$ cat src/rtl/fht_input_loader.sv
// Front-end loader for the FHT core: streams samples into the four data banks in
// bit-reversed order, starts fht_control once a frame is complete and waits for it to finish.
module fht_input_loader #(
    parameter int A_BIT = 8,
    parameter int D_BIT = 16
) (
    input  logic             iCLK,
    input  logic             iRESET,
    input  logic [D_BIT-1:0] iDATA,
    input  logic             iVALID,
    output logic             oREADY,
    input  logic             iFHT_RDY,
    output logic             oSTART,
    output logic [A_BIT-1:0] oADDR_WR,
    output logic [D_BIT-1:0] oDATA_WR,
    output logic             oWE_0,
    output logic             oWE_1,
    output logic             oWE_2,
    output logic             oWE_3,
    output logic             oBUSY,
    output logic [7:0]       oFRAME_CNT
);

    localparam int IW = A_BIT + 2;
    localparam logic [IW-1:0] LAST_IDX = '1;

    typedef enum logic [2:0] {
        IDLE,
        LOAD,
        FLUSH,
        START,
        WAIT_ACK,
        WAIT_DONE
    } state_t;

    state_t           state_q, state_d;
    logic [IW-1:0]    idx_q, idx_d;
    logic [3:0]       we_q, we_d;
    logic [A_BIT-1:0] addr_q, addr_d;
    logic [D_BIT-1:0] data_q, data_d;
    logic [7:0]       frm_q, frm_d;
    logic [IW-1:0]    rev;

    function automatic logic [IW-1:0] bit_rev(input logic [IW-1:0] v);
        logic [IW-1:0] r;
        for (int i = 0; i < IW; i++) begin
            r[i] = v[IW-1-i];
        end
        return r;
    endfunction

    always_comb begin
        state_d = state_q;
        idx_d   = idx_q;
        we_d    = '0;
        addr_d  = addr_q;
        data_d  = data_q;
        frm_d   = frm_q;
        rev     = bit_rev(idx_q);

        case (state_q)
            IDLE: state_d = LOAD;
            LOAD: begin
                if (iVALID) begin
                    // The top two reversed bits pick the bank, the rest is the in-bank address.
                    idx_d  = idx_q + IW'(1);
                    we_d   = 4'b0001 << rev[IW-1:A_BIT];
                    addr_d = rev[A_BIT-1:0];
                    data_d = iDATA;
                    if (idx_q == LAST_IDX) begin
                        state_d = FLUSH;
                    end
                end
            end
            FLUSH: state_d = START;
            START: state_d = WAIT_ACK;
            WAIT_ACK: begin
                if (!iFHT_RDY) begin
                    state_d = WAIT_DONE;
                end
            end
            WAIT_DONE: begin
                if (iFHT_RDY) begin
                    frm_d   = frm_q + 8'd1;
                    state_d = LOAD;
                end
            end
            default: state_d = IDLE;
        endcase
    end

    always_ff @(posedge iCLK or posedge iRESET) begin
        if (iRESET) begin
            state_q <= IDLE;
            idx_q   <= '0;
            we_q    <= '0;
            addr_q  <= '0;
            data_q  <= '0;
            frm_q   <= '0;
        end else begin
            state_q <= state_d;
            idx_q   <= idx_d;
            we_q    <= we_d;
            addr_q  <= addr_d;
            data_q  <= data_d;
            frm_q   <= frm_d;
        end
    end

    assign oREADY     = (state_q == LOAD);
    assign oSTART     = (state_q == START);
    assign oBUSY      = (state_q == START) || (state_q == WAIT_ACK) || (state_q == WAIT_DONE);
    assign oWE_0      = we_q[0];
    assign oWE_1      = we_q[1];
    assign oWE_2      = we_q[2];
    assign oWE_3      = we_q[3];
    assign oADDR_WR   = addr_q;
    assign oDATA_WR   = data_q;
    assign oFRAME_CNT = frm_q;

endmodule

$ cat config.mk
export PLATFORM = sky130hd
export DESIGN_NAME = fht_input_loader
export DESIGN_NICKNAME = d
export VERILOG_FILES = /design/src/rtl/fht_input_loader.sv
export SDC_FILE = /design/constraint.sdc
export NUM_CORES = 1
export LEC_CHECK = 0
export ABC_AREA = 1
export BUFFER_PORTS_ARGS = -buffer_cell sky130_fd_sc_hd__buf_4
export CAP_MARGIN = 20
export CELL_PAD_IN_SITES_DETAIL_PLACEMENT = 2
export CELL_PAD_IN_SITES_GLOBAL_PLACEMENT = 2
export CORE_UTILIZATION = 25
export CTS_CLUSTER_SIZE = 30
export DETAILED_ROUTE_END_ITERATION = 8
export PLACE_DENSITY = 0.66
export SETUP_SLACK_MARGIN = 0.5
export SLEW_MARGIN = 20
export SYNTH_ARGS = -nofsm -noshare
export SYNTH_HDL_FRONTEND = slang
export SYNTH_SLANG_ARGS = --single-unit
$ cat constraint.sdc
create_clock -name iCLK -period 1.6 [get_ports iCLK]
set_input_delay 0.16 -clock iCLK [delete_from_list [all_inputs] [get_ports iCLK]]
set_output_delay 0.16 -clock iCLK [all_outputs]
set_load 0.05 [all_outputs]
# Yosys cells after proc, flatten, opt, wreduce, memory -nomap -nowiden

Cells that the tools add are included.

Register bits after elaboration: 49
Bits of input ports: 20

Add/subtract/negate cells: 2
Equality and inequality tests: 10
Shift operators: 1
Multiplexer cells: 7
Reductions and logical operators: 6

Operators by type and width:

| kind                                                 | number |
|---|---|
| one-hot mux 3 bit (6 select lines)                   | 1 |
| 2-to-1 mux 3 bit                                     | 4 |
| adder 10 x 1 -> 10 bit (second input constant)       | 1 |
| equality test 10 bit (second input constant)         | 1 |
| adder 8 x 1 -> 8 bit (second input constant)         | 1 |
| 2-to-1 mux 4 bit                                     | 2 |
| equality test 3 x 2 -> 1 bit (second input constant) | 2 |
| equality test 3 bit (second input constant)          | 2 |
| != test 2 bit (second input constant)                | 3 |
| AND reduction 2 bit                                  | 2 |
| AND reduction 4 bit                                  | 1 |
| left shift 1 x 2 -> 4 bit (first input constant)     | 1 |
| equality test 3 x 1 -> 1 bit (second input constant) | 1 |
| zero test 3 bit                                      | 1 |
| logical OR 1 bit                                     | 2 |
| != test 2 x 1 -> 1 bit (second input constant)       | 1 |

# Longest topological paths before layout

Depth after elaboration: 4
Mapped depth: 8
Gate-level depth less buffers: 8

# Least setup slack after synthesis

OpenSTA, ideal clock, no wires.

Path type: register -> register
Start: register state_q[2]
End: register data_q[10] (netlist: oDATA_WR[10])
Library setup time: 0.118 ns
Arrival: 1.340 ns
Required time: 1.482 ns
Path slack: 0.142 ns
Cell stages (with the launch flop): 9
Buffers on the path: 2
Path through: dfrtp_1 inv_2 nand2_4 nor2_4 nand2_4 buf_6 buf_6 nand2_1 nand2_1

Cells in the longest elaborated chain, start to end: 2

Ends and longest elaborated chain:

| what                          | line | RTL |
|---|---|---|
| from (decl)                   | 36   | `state_t state_q, state_d;` |
| from (signal assigned)        | 101  | `state_q <= state_d;` |
| equality test 3 x 1 -> 1 bit  | n/a  |  |
| via oREADY                    | 11   | `output logic oREADY,` |
| AND reduction 2 bit (no line) | n/a  |  |
| to (signal assigned)          | 105  | `data_q <= data_d;` |
| to (decl)                     | 40   | `logic [D_BIT-1:0] data_q, data_d;` |

The timed path passes the listed nets, and every way through them passes these cells.
A chain may end at the register's enable or synchronous reset.

# Worst setup path in the final report

Start: register state_q[2]
End: register addr_q[0] (netlist: oADDR_WR[0])

Cells in the longest elaborated chain, start to end: 2

Ends and longest elaborated chain:

| what                          | line | RTL |
|---|---|---|
| equality test 3 x 1 -> 1 bit  | 61   | `case (state_q)` |
| AND reduction 2 bit (no line) | n/a  |  |
| to (signal assigned)          | 104  | `addr_q <= addr_d;` |
| to (decl)                     | 39   | `logic [A_BIT-1:0] addr_q, addr_d;` |

No other way between the ends.

==> flow_summary_export.csv <==
group,metric,value,unit
outcome,outcome,"complete, but fails checks",
outcome,violations,"design-rule violations",
clock_network,insertion_delay,310,ps
placement,port-buffer-count,58,
synth,synth_area,2320,um2
die,die_h,98.3,um
timing,setup_ws,218,ps
global_routing,track_usage,14.4,%
timing,setup_viol_count_final,0,
timing,fin_crit_sh,86.4,%
synth,syn-num-nets,299,
critical_path,worst-path-stages,8,
placement,globalplace.congestion,0.731,
min_path,hold_depth,3,
routing,route.detailed.drc,4,
critical_path,critPathMaxFanout,16,
critical_path,cp_common_cell,"buf_12",
critical_path,slowest_delay,400,ps
global_routing,grt_pass1_vias,2254,
timing,period_minus_slack,1380,ps
routing,vias_per_cell,4.39,
critical_path,worstSetupPathType,"reg -> reg",
layout,nFillCells,980,
synth,synth_cell_types,21,
placement,dp_slack,115,ps
layout,post-route-util,42.6,%
synth,synthTopCellsByArea,"dfrtp_1 (53%), nand2_1 (20%), inv_1 (4.7%), xor2_1 (3.0%), buf_6 (2.9%)",
die,dieArea,9650,um2
die,start_util,26.2,%
critical_path,r2r-end,"oADDR_WR[0]",
clock_network,cts_buffer_depth,2,
synth,ys_async_sr_fraction,100,%
pwr,p_leak,1.98,nW
routing,routed_wl,6910,um
critical_path,worstSetupStartpoint,"state_q[2]",
critical_path,r2r_cells,8,
global_routing,overflow,0,
timing,hold_viol_final,0,
timing,worstMarginPinSlew,458,ps
clock_network,clkTransAtPathRegs,100,ps
timing,slew_violations,0,
timing,grt_setup_unrepaired,"yes",
clock_network,h-tree-depth,2,
critical_path,end_kind,"flip-flop",
synth,syn_inst,274,
routing,dr.pass1.iters,8,
placement,placed_cells,440,
timing,whs,41.4,ps
die,num_rows,34,
layout,drive_above_1_share,50.0,%
synth,synth_warnings,0,
timing,fmax,724,MHz
global_routing,antenna_found_initial,0,
synth,avgSynthCellArea,8.45,um2
critical_path,r2r_slack,220,ps
synth,yosys.area.top_type,"dfrtp_1",
clock_network,cts_buffers,5,
synth,ys_seq_area_share,52.9,%
timing,maxSlewHeadroom,69.4,%
critical_path,crit_family,"buffers and inverters",
die,die_width,98.3,um
run,drv_cap,0,
critical_path,worstPathArrival,1570,ps
critical_path,crit-reg2reg-launch,"state_q[2]",
layout,finalNetCount,400,
critical_path,critPathLaunchType,"flip-flop",
critical_path,cp-endpoint,"oADDR_WR[0]",
layout,syn2layout_area_growth,62.7,%
layout,stdcell_count,484,
synth,synth_top_area_share,52.9,%
placement,hpwl,4620,um
clock_network,clockRootBuffer,"clkbuf_8",
die,fp.coreArea,8850,um2
critical_path,path_buf_inv,3,
clock_network,cts_tree,"done",
routing,drt_iter0_markers,35,
synth,ys.flop_type,"dfrtp_1",
critical_path,required,1790,ps
synth,ys_ff_latch,49,
synth,synth_edf_count,0,
critical_path,cp_cell_sequence,"inv_2 -> nand2_4 -> nor2_4 -> buf_12 -> nand2_8 -> buf_12 -> nand2_1 -> o21ai_0",
timing,fin_tns_setup,0,ps
min_path,hold_path_class,"in -> reg",
pwr,p_per_area,1960,nW/um2
die,num_io_pins,59,
critical_path,crit_slowest_cell,"dfrtp_1",
pwr,vdd_drop_max,0.000686,V
clock_network,clock_sink_count,49,
routing,vias,2126,
layout,num_antenna_cells,0,
global_routing,grt_pass1_wl,11000,um
routing,ant_nets,0,
timing,clock-skew-final,13.0,ps
routing,drt-wirelength-per-cell,14.3,um
global_routing,grt_max_degree,32,
## how the worst min path moves through the flow
stage | endpoint | slack (ps) | startpoint
after global placement | oDATA_WR[1] | 220 | iRESET
after floorplan | idx_q[0] | 200 | iRESET
after global routing | oDATA_WR[14] | 40 | iDATA[14]
after CTS | oDATA_WR[13] | 30 | iDATA[13]
final | oDATA_WR[14] | 40 | iDATA[14]
after detailed placement | oDATA_WR[1] | 220 | iRESET
## state kept, by name, summed over array words and instances, names as in the netlist
register,flops
we_q,4
state_q,3
oADDR_WR,8
oDATA_WR,16
idx_q,10
oFRAME_CNT,8
## synth_stat cells, drive strengths merged (2+ instances only)
cell,instances
ha,5
inv,31
nand2,125
nand3,10
nand4,3
o21ai,13
nor2,18
nand3b,2
xor2,9
buf,7
dfrtp,49
## through the flow
stage / total power, mW / cell area (um2)
global placement: 5.18 / 2950
floorplan: 4.30 / 2380
global route: 7.86 / 3770
finish: 7.38 / 3770
detailed placement: 5.25 / 2950
CTS: 6.93 / 3450
## per-layer routing
layer / global-route usage (%) / vias up / share of wire (%) / wire, um
met2: 25.6 / 39 / 53 / 3650
met5: 0 / - / 0 / 0
li1: - / 1029 / - / -
met3: 3.08 / 5 / 3.7 / 255
met1: 17.6 / 1053 / 43 / 2960
met4: 3.44 / 0 / 0.68 / 47
## worst register-to-register path, cell delays in order (launching register included)
cell and delay, ps:
dfrtp_1 400, inv_2 120, nand2_4 60, nor2_4 130, buf_12 130, nand2_8 90
buf_12 170, nand2_1 80, o21ai_0 100
## cell families after synthesis
group / Yosys count / share of synthesized area, %
and+or+nand+nor: 159 / 29.4
DFF: 49 / 52.9
buffers and inverters: 38 / 8.16
AOI/OAI and AO/OA: 14 / 3.03
adders and majority gates: 5 / 2.70
xor gates and xnor gates: 9 / 3.73
## report_power, final
group	switching, mW	leakage (nW)	internal [mW]
clock	0.447	0.0574	0.509
combinational	2.59	1.30	1.73
sequential	0.426	0.622	1.68
total	3.46	1.98	3.92
## area by class of cell
type | instances | area, um2 | share of cell area, %
Tap cell | 108 | 135 | 3.59
Sequential cell | 49 | 1240 | 32.9
Multi-Input combinational cell | 187 | 1170 | 31.0
Clock inverter | 2 | 37.5 | 0.996
Inverter | 31 | 140 | 3.72
Clock buffer | 6 | 82.6 | 2.19
Timing Repair Buffer | 101 | 967 | 25.7
## what timing repair did
item,4_1_cts,5_1_grt
setup endpoints to repair,57,72
buffers inserted,21,13
cloned,1,0
pin swaps,14,16
endpoints found under the hold margin,18,0
hold buffers,1,0
gates resized for setup,67,61
## placed cells by master, fill, tap and decap left out, types with 2 or more instances in the layout
cell,synthesis,routed
buf_12,0,6
buf_4,0,61
buf_6,6,31
buf_8,0,2
clkbuf_8,0,6
clkinvlp_4,0,2
dfrtp_1,49,39
dfrtp_2,0,10
ha_1,5,3
ha_4,0,2
inv_1,29,22
inv_2,2,5
nand2_1,123,86
nand2_2,0,26
nand2_4,2,12
nand3_1,9,4
nand3_2,1,4
nand3_4,0,2
nand3b_1,2,2
nand4_1,3,3
nor2_1,13,8
nor2_2,2,3
nor2_4,2,6
o21ai_0,13,4
o21ai_1,0,6
o21ai_2,0,3
xor2_1,8,8
(Power assumes the default switching activity.)
